## src/rtl/lock_seq_ctrl.sv

```systemverilog
// Sequencer that stores {a,b} symbols and replays them into a lock checker,
// re-resetting and replaying on checker error up to MAX_RETRY times.
module lock_seq_ctrl #(
  parameter int DEPTH     = 8,
  parameter int AW        = 3,
  parameter int MAX_RETRY = 3,
  parameter int RW        = 2
) (
  input  logic          clk,
  input  logic          reset,
  input  logic          wr_en,
  input  logic [1:0]    wr_sym,
  output logic          wr_ready,
  input  logic          clr,
  input  logic          start,
  output logic          chk_rst,
  output logic          chk_a,
  output logic          chk_b,
  output logic          chk_valid,
  input  logic          chk_err,
  output logic          busy,
  output logic          done,
  output logic          pass,
  output logic [RW-1:0] retries,
  output logic [AW:0]   len
);

  typedef enum logic [2:0] {IDLE, RST, ISSUE, RETRY, DONE} state_t;

  state_t        state;
  logic [1:0]    mem [DEPTH];
  logic [AW-1:0] idx;
  logic [RW-1:0] retry_cnt;
  logic          not_full;
  logic          accept_wr;
  logic [AW:0]   run_len;
  logic          last_sym;

  assign not_full  = (len < (AW+1)'(DEPTH));
  assign wr_ready  = (state == IDLE) && not_full;
  assign accept_wr = wr_ready && wr_en && !clr;

  // Length the run will actually use: clr empties, a same-cycle write is included.
  assign run_len   = clr ? '0 : (len + {{AW{1'b0}}, accept_wr});
  assign last_sym  = ({1'b0, idx} == (len - 1'b1));

  always_ff @(posedge clk) begin
    if (accept_wr) begin
      mem[len[AW-1:0]] <= wr_sym;
    end
  end

  always_ff @(posedge clk) begin
    if (reset) begin
      state     <= IDLE;
      len       <= '0;
      idx       <= '0;
      retry_cnt <= '0;
      pass      <= 1'b0;
      retries   <= '0;
    end else begin
      case (state)
        IDLE: begin
          if (clr) begin
            len <= '0;
          end else if (accept_wr) begin
            len <= len + 1'b1;
          end
          if (start) begin
            pass      <= 1'b0;
            retries   <= '0;
            retry_cnt <= '0;
            idx       <= '0;
            state     <= (run_len == '0) ? DONE : RST;
          end
        end
        RST: begin
          idx   <= '0;
          state <= ISSUE;
        end
        ISSUE: begin
          if (chk_err) begin
            state <= RETRY;
          end else if (last_sym) begin
            pass    <= 1'b1;
            retries <= retry_cnt;
            state   <= DONE;
          end else begin
            idx <= idx + 1'b1;
          end
        end
        RETRY: begin
          if (retry_cnt == RW'(MAX_RETRY)) begin
            pass    <= 1'b0;
            retries <= retry_cnt;
            state   <= DONE;
          end else begin
            retry_cnt <= retry_cnt + 1'b1;
            state     <= RST;
          end
        end
        DONE: begin
          state <= IDLE;
        end
        default: begin
          state <= IDLE;
        end
      endcase
    end
  end

  // Checker drive is decoded from the registered state, so it is glitch-free.
  assign chk_valid = (state == ISSUE);
  assign chk_a     = chk_valid & mem[idx][1];
  assign chk_b     = chk_valid & mem[idx][0];
  assign chk_rst   = reset | (state == RST);
  assign busy      = (state != IDLE);
  assign done      = (state == DONE);

endmodule

```

## config.mk

```make
export PLATFORM = sky130hd
export DESIGN_NAME = lock_seq_ctrl
export DESIGN_NICKNAME = d
export VERILOG_FILES = /design/src/rtl/lock_seq_ctrl.sv
export SDC_FILE = /design/constraint.sdc
export NUM_CORES = 1
export LEC_CHECK = 0
export BUFFER_PORTS_ARGS = -buffer_cell sky130_fd_sc_hd__buf_4
export CAP_MARGIN = 20
export CORE_MARGIN = 3
export CORE_UTILIZATION = 45
export DETAILED_ROUTE_END_ITERATION = 16
export PLACE_DENSITY_LB_ADDON = 0.12
export SETUP_SLACK_MARGIN = 0.02
export SYNTH_ARGS = -nofsm -noshare
export SYNTH_HDL_FRONTEND = slang
export SYNTH_SLANG_ARGS = --single-unit
```

## constraint.sdc

```tcl
create_clock -name clk -period 2.32 [get_ports clk]
set_input_delay 0.116 -clock clk [delete_from_list [all_inputs] [get_ports clk]]
set_output_delay 0.116 -clock clk [all_outputs]
set_load 0.01 [all_outputs]
```

==> Word-level counts from Yosys, hierarchy flattened <==
Memory sizes are Yosys's and may differ from the RTL's. A register that Yosys moved wholly into a read port is not among the register bits.
Cells that the tools add are included.
{ "op_classes": {"n_mux": 29, "order_cmp": 1, "mul": 0, "eq_ne": 13, "reduce_logical": 16, "div": 0, "bitwise": 3, "add_sub_neg": 5, "shift": 0} }
{ "ops": {"columns": ["op", "count"], "rows": [
  ["two-way mux 3 bit", 10],
  ["two-way mux 4 bit", 3],
  ["case mux 3 bit (4 select lines)", 1],
  ["two-way mux 2 bit", 5],
  ["inequality test 2 bit (second input constant)", 5],
  ["case mux 3 bit (3 select lines)", 1],
  ["nonzero test 3 bit", 3],
  ["equality test 3 x 2 -> 1 bit (second input constant)", 2],
  ["two-way mux 1 bit", 6],
  ["case mux 2 bit (3 select lines)", 1],
  ["AND reduction 5 bit", 1],
  ["adder 4 x 1 -> 4 bit", 1],
  ["adder 4 x 1 -> 4 bit (second input constant)", 1],
  ["equality test 3 x 4 -> 1 bit", 1],
  ["logical NOT 4 bit", 1],
  ["less-than comparator 4 bit (second input constant)", 1],
  ["case mux 2 bit (2 select lines)", 1],
  ["AND reduction 2 bit", 2],
  ["AND reduction 4 bit", 1],
  ["nonzero test 2 bit", 2],
  ["subtractor 4 x 1 -> 4 bit (second input constant)", 1],
  ["adder 3 x 1 -> 3 bit (second input constant)", 1],
  ["equality test 3 x 1 -> 1 bit (second input constant)", 1],
  ["equality test 3 bit (second input constant)", 1],
  ["11 further kinds", 14]
]} }
{ "word_totals": {"mem_bits_rw": 16, "mem_count": 1, "latchBits": 0, "mem_bits_ro": 0, "ff_bits": 15} }
{ "mem_list": {"columns": ["memory", "words", "word_bits", "rd", "rd_ports_with_merged_regs", "wr", "line_no", "text"], "rows": [
  ["mem", 8, 2, 1, 1, 1, "31", "logic [1:0] mem [DEPTH];"]
]} }

==> Longest topological paths before layout <==
{ "depth": {"ltp_word": 10, "depth_mapped": 10} }

==> Worst setup path after synthesis <==
No wires, ideal clock.
{ "synth_path": {"path_type": "register -> register", "from": "register len[1]", "to": "register with a tool-made name", "n_path_buf": 1, "t_arrival_ps": 1813, "period_less_slack_ps": 1934, "path_slack_ps": 386, "setup_time_ps": 121, "path_stages_with_launch": 9, "t_required_ps": 2199, "path_cell_list": "dfxtp_1 > buf_4 > inv_1 > ha_1 > xor2_1 > and2_2 > o2111a_1 > a21o_1 > a32o_1"} }
{ "synth_lines": {"columns": ["item", "line_no", "text"], "rows": [
  ["from (decl)", "25", "output logic [AW:0] len"],
  ["from (signal assigned)", "67", "len <= len + 1'b1;"]
]} }

==> Worst setup path in the final report <==
{ "layout_path": {"from": "register state[1]", "to": "register state[2]"} }
{ "layout_between": {"elab_chain_cells": 10, "elab_cells_between_ends": 16} }
{ "layout_lines": {"columns": ["item", "line_no", "text"], "rows": [
  ["from (decl)", "30", "state_t state;"],
  ["from (signal assigned)", "74", "state <= (run_len == '0) ? DONE : RST;"],
  ["logical NOT 3 bit", "40, 62", null],
  ["logical AND 1 bit", "40", "assign wr_ready = (state == IDLE) && not_full;"],
  ["logical AND 1 bit (2 in series)", "41", "assign accept_wr = wr_ready && wr_en && !clr;"],
  ["adder 4 x 1 -> 4 bit", "44", "assign run_len = clr ? '0 : (len + {{AW{1'b0}}, accept_wr});"],
  ["two-way mux 4 bit", "44", null],
  ["logical NOT 4 bit", "74", null],
  ["two-way mux 3 bit", "74", null],
  ["two-way mux 3 bit", "69", "if (start) begin"],
  ["case mux 3 bit (4 select lines)", "62", "case (state)"]
]} }
Parallel ways exist; a longest one is shown, timed or not. The select of a mux whose other input is x is not followed.
A chain may end at the register's enable or synchronous reset.

==> results.tsv <==
stage	metric	value	unit
run_status	status	completed	
route	DRT iter0 DRCs	50	
pwr	VDD IR max	0.315	mV
pwr	Pwr Total	1210	µW
critical_path	Worst R2R Setup Slack	0.28	ns
clocking	Max Buffers Root-to-Sink	2	
min_path	WHS Endpoint	len[2]	
yosys	top post-synthesis cells by area	edfxtp_1 27%, dfxtp_1 20%, mux4_2 5.1%, nor2_1 5.1%, ha_1 4.3%	
timing	Worst Tran Pin Value	0.518	ns
yosys	Mapped Cells	168	
yosys	Seq/Total Area, Yosys	0.476	
clocking	hold buffer count at cts	0	
route	vias per cell	5.33	
critical_path	crit path capture type	flop	
clocking	Num CTS Buffers	5	
placement	Port Buffers	21	
global_route	first-pass GRT wire length	5730	µm
critical_path	worst r2r path cells	9	
timing	Final Slew Violations	0	
yosys	synth warn	0	
clocking	CTS HTree Levels	2	
route	detailed-route wire length	3540	µm
floorplan	Die W	68.6	µm
route	first-pass iteration count of the detailed router	4	
route	post-route ant nets	0	
yosys	Synth Register Bits	34	
critical_path	crit path launch	state[1]	
yosys	syn nets	182	
global_route	initial antenna violation count	0	
clocking	postcts setup bufs	0	
global_route	largest net degree at the start of global routing	16	
global_route	GRT Util Overall	0.166	
clocking	Reg clk slew, reported paths	0.07	ns
critical_path	worst reg2reg startpoint	state[1]	
yosys	share of the synthesized area in the top cell type	0.272	
yosys	Mean Syn Cell Area	10.5	µm²
timing	Slew HR	0.654	
clocking	Resize count post-CTS	0	
timing	Final Hold Viols	0	
timing	clock skew	0.00544	ns
floorplan	total die area	0.00471	mm²
critical_path	Setup crit start kind	flop	
critical_path	crit path max fanout	11	
global_route	vias in the first global route	1224	
clocking	Root Driver	clkbuf_8	
critical_path	Data required, critical path	2.49	ns
global_route	Congestion Overflow GR	0	
floorplan	effective utilization at floorplan	0.475	
timing	fmax	491	MHz
placement	last weighted congestion value of the routability-driven placer	0.820	
yosys	Post-synth EDFFs	16	
critical_path	Worst Path Arrival	2.21	ns
route	Via Count	1285	
yosys	Post-synth top flop	dfxtp_1	
critical_path	most frequent CP cell	nor2_1	
critical_path	CP max stage delay	0.44	ns
pwr	leakage	0.000762	µW
floorplan	num rows	22	
critical_path	reg-to-reg endpoint	state[2]	
yosys	Distinct cells, synth	49	
min_path	hold path cells	2	
critical_path	CP Cell Sequence	nor2_1 -> nand2_1 -> nor3_2 -> ha_1 -> nand3_1 -> xor2_1 -> a31oi_1 -> o21a_1 -> nor2_1	
cells_and_area	share of cells above drive strength 1	0.233	
cells_and_area	number of diodes	0	
cells_and_area	synth-to-layout area growth	15.3	%
placement	HPWL after detailed placement	2650	µm
timing	Tcrit/Tclk final	0.878	
clocking	Worst-Skew Late Latency	0.28	ns
timing	RSZ-0062 raised after global routing	no	
timing	Setup-failing EPs final	0	
critical_path	Worst path slowest cell	dfxtp_1	
floorplan	DIE HEIGHT	68.6	µm
route	DRC Markers	0	
timing	minimum clock period	2.04	ns
yosys	ys async rst share	0	
route	DR WL/cell	14.7	µm
run	Max Cap Viol	0	
floorplan	IO Pins	22	
pwr	PD cells	597	mW/mm²
min_path	HP Class	in2reg	
critical_path	Crit Path Category	reg2reg	
clocking	CTS tree	yes	
floorplan	core box area	0.00372	mm²
clocking	CTS sink cnt	34	
cells_and_area	Final nets	206	
yosys	cell taking the most area after synthesis	edfxtp_1	
yosys	Post-Syn Area	0.00177	mm²
timing	post-route setup TNS	0	ns
min_path	Hold Startpoint	clr	
-- layout make-up --
type | count | area, µm²
Fill cell | 342 | 1680
Timing Repair Buffer | 24 | 180
Tap cell | 48 | 60.1
Clock buffer | 6 | 72.6
Inverter | 12 | 45.0
Sequential cell | 34 | 841
Clock inverter | 2 | 8.76
Multi-Input combinational cell | 115 | 828
-- kinds of logic (layout without fill, tap and decap cells) --
group                      Yosys count  count (layout)  share of synthesized area
DFF                                 34              34                      0.476
and+or+nand+nor                     62              62                      0.179
adders and majority gates            6               6                     0.0425
buffers and inverters               19              44                     0.0546
xor gates and xnor gates             7               7                     0.0347
muxes                                7               7                     0.0680
AOI/OAI and AO/OA                   33              33                      0.145
-- layer usage --
layer	wire length, µm	vias up	global-route usage
met5	0	-	0
met1	1710	608	0.232
met4	46	0	0.0670
li1	-	652	-
met2	1650	20	0.251
met3	126	5	0.0340
-- cell usage after synthesis (2+ instances only) --
cell	instances
nand2_1	12
ha_1	6
xnor2_1	3
a31oi_1	2
buf_4	2
nor2_1	24
a22oi_1	2
a21oi_1	6
inv_1	11
buf_2	2
nand3_1	3
nand2b_1	4
xor2_1	4
a2111oi_1	2
o32ai_1	2
nor3_1	5
edfxtp_1	16
o21ai_0	3
a211oi_1	3
buf_6	2
mux4_2	4
dfxtp_1	18
nor2b_1	2
mux2i_1	3
nor3_2	3
-- worst max-delay path: cells and delay by family (launching register included) --
kind	cells	cell delay, ns
adder cells (fa/ha/maj)	1	0.24
flip-flops	1	0.44
AO/OA/AOI/OAI	2	0.38
AND/OR/NAND/NOR	5	0.71
XOR/XNOR	1	0.17
-- cell usage in the layout, fill, tap and decap left out, types with 2 or more instances in the layout --
cell type / Yosys / layout
nor2b_1: 2 / 2
edfxtp_1: 16 / 16
nand3_1: 3 / 3
nor3_1: 5 / 5
xnor2_1: 3 / 3
dfxtp_1: 18 / 18
a31oi_1: 2 / 2
nor2_1: 24 / 24
ha_1: 6 / 6
mux4_2: 4 / 4
o32ai_1: 2 / 2
nor3_2: 3 / 3
inv_1: 11 / 11
mux2i_1: 3 / 3
a211oi_1: 3 / 3
o21ai_0: 3 / 3
a22oi_1: 2 / 2
clkbuf_8: 0 / 5
nand2_1: 12 / 12
xor2_1: 4 / 4
a21oi_1: 6 / 6
buf_4: 2 / 24
nand2b_1: 4 / 4
a2111oi_1: 2 / 2
-- worst max-delay path by stage --
stage / end / slack, ns
detailed placement: state[2] / 0.30
finish: state[2] / 0.28
global route: state[2] / 0.08
CTS: state[2] / 0.28
global placement: state[2] / 0.41
floorplan: flop / 0.39
-- where the power goes --
| group | switching [µW] | internal (µW) | total [µW] |
|---|---|---|---|
| sequential | 14.2 | 636 | 650 |
| clock | 202 | 206 | 409 |
| combinational | 87.4 | 68.6 | 156 |
| total | 304 | 911 | 1210 |
-- sequential cells by signal, summed over array words and instances (netlist names), named ones only --
signal     cells
idx            3
len            4
mem           16
pass           1
retries        2
retry_cnt      2
state          3
-- through the flow --
step                      hold WS (ns)  setup slack, ns  utilization  instance area [µm²]  instances
after floorplan                  0.198            0.386            -                 1770        168
after global placement           0.350            0.410        0.526                 1950        233
after global routing            0.0598           0.0757        0.548                 2040        241
after CTS                       0.0604            0.284        0.548                 2040        241
after detailed placement         0.352            0.301        0.526                 1950        233
final                           0.0580            0.282        0.548                 2040        241
No activity file was read; power rests on OpenSTA's default activity.
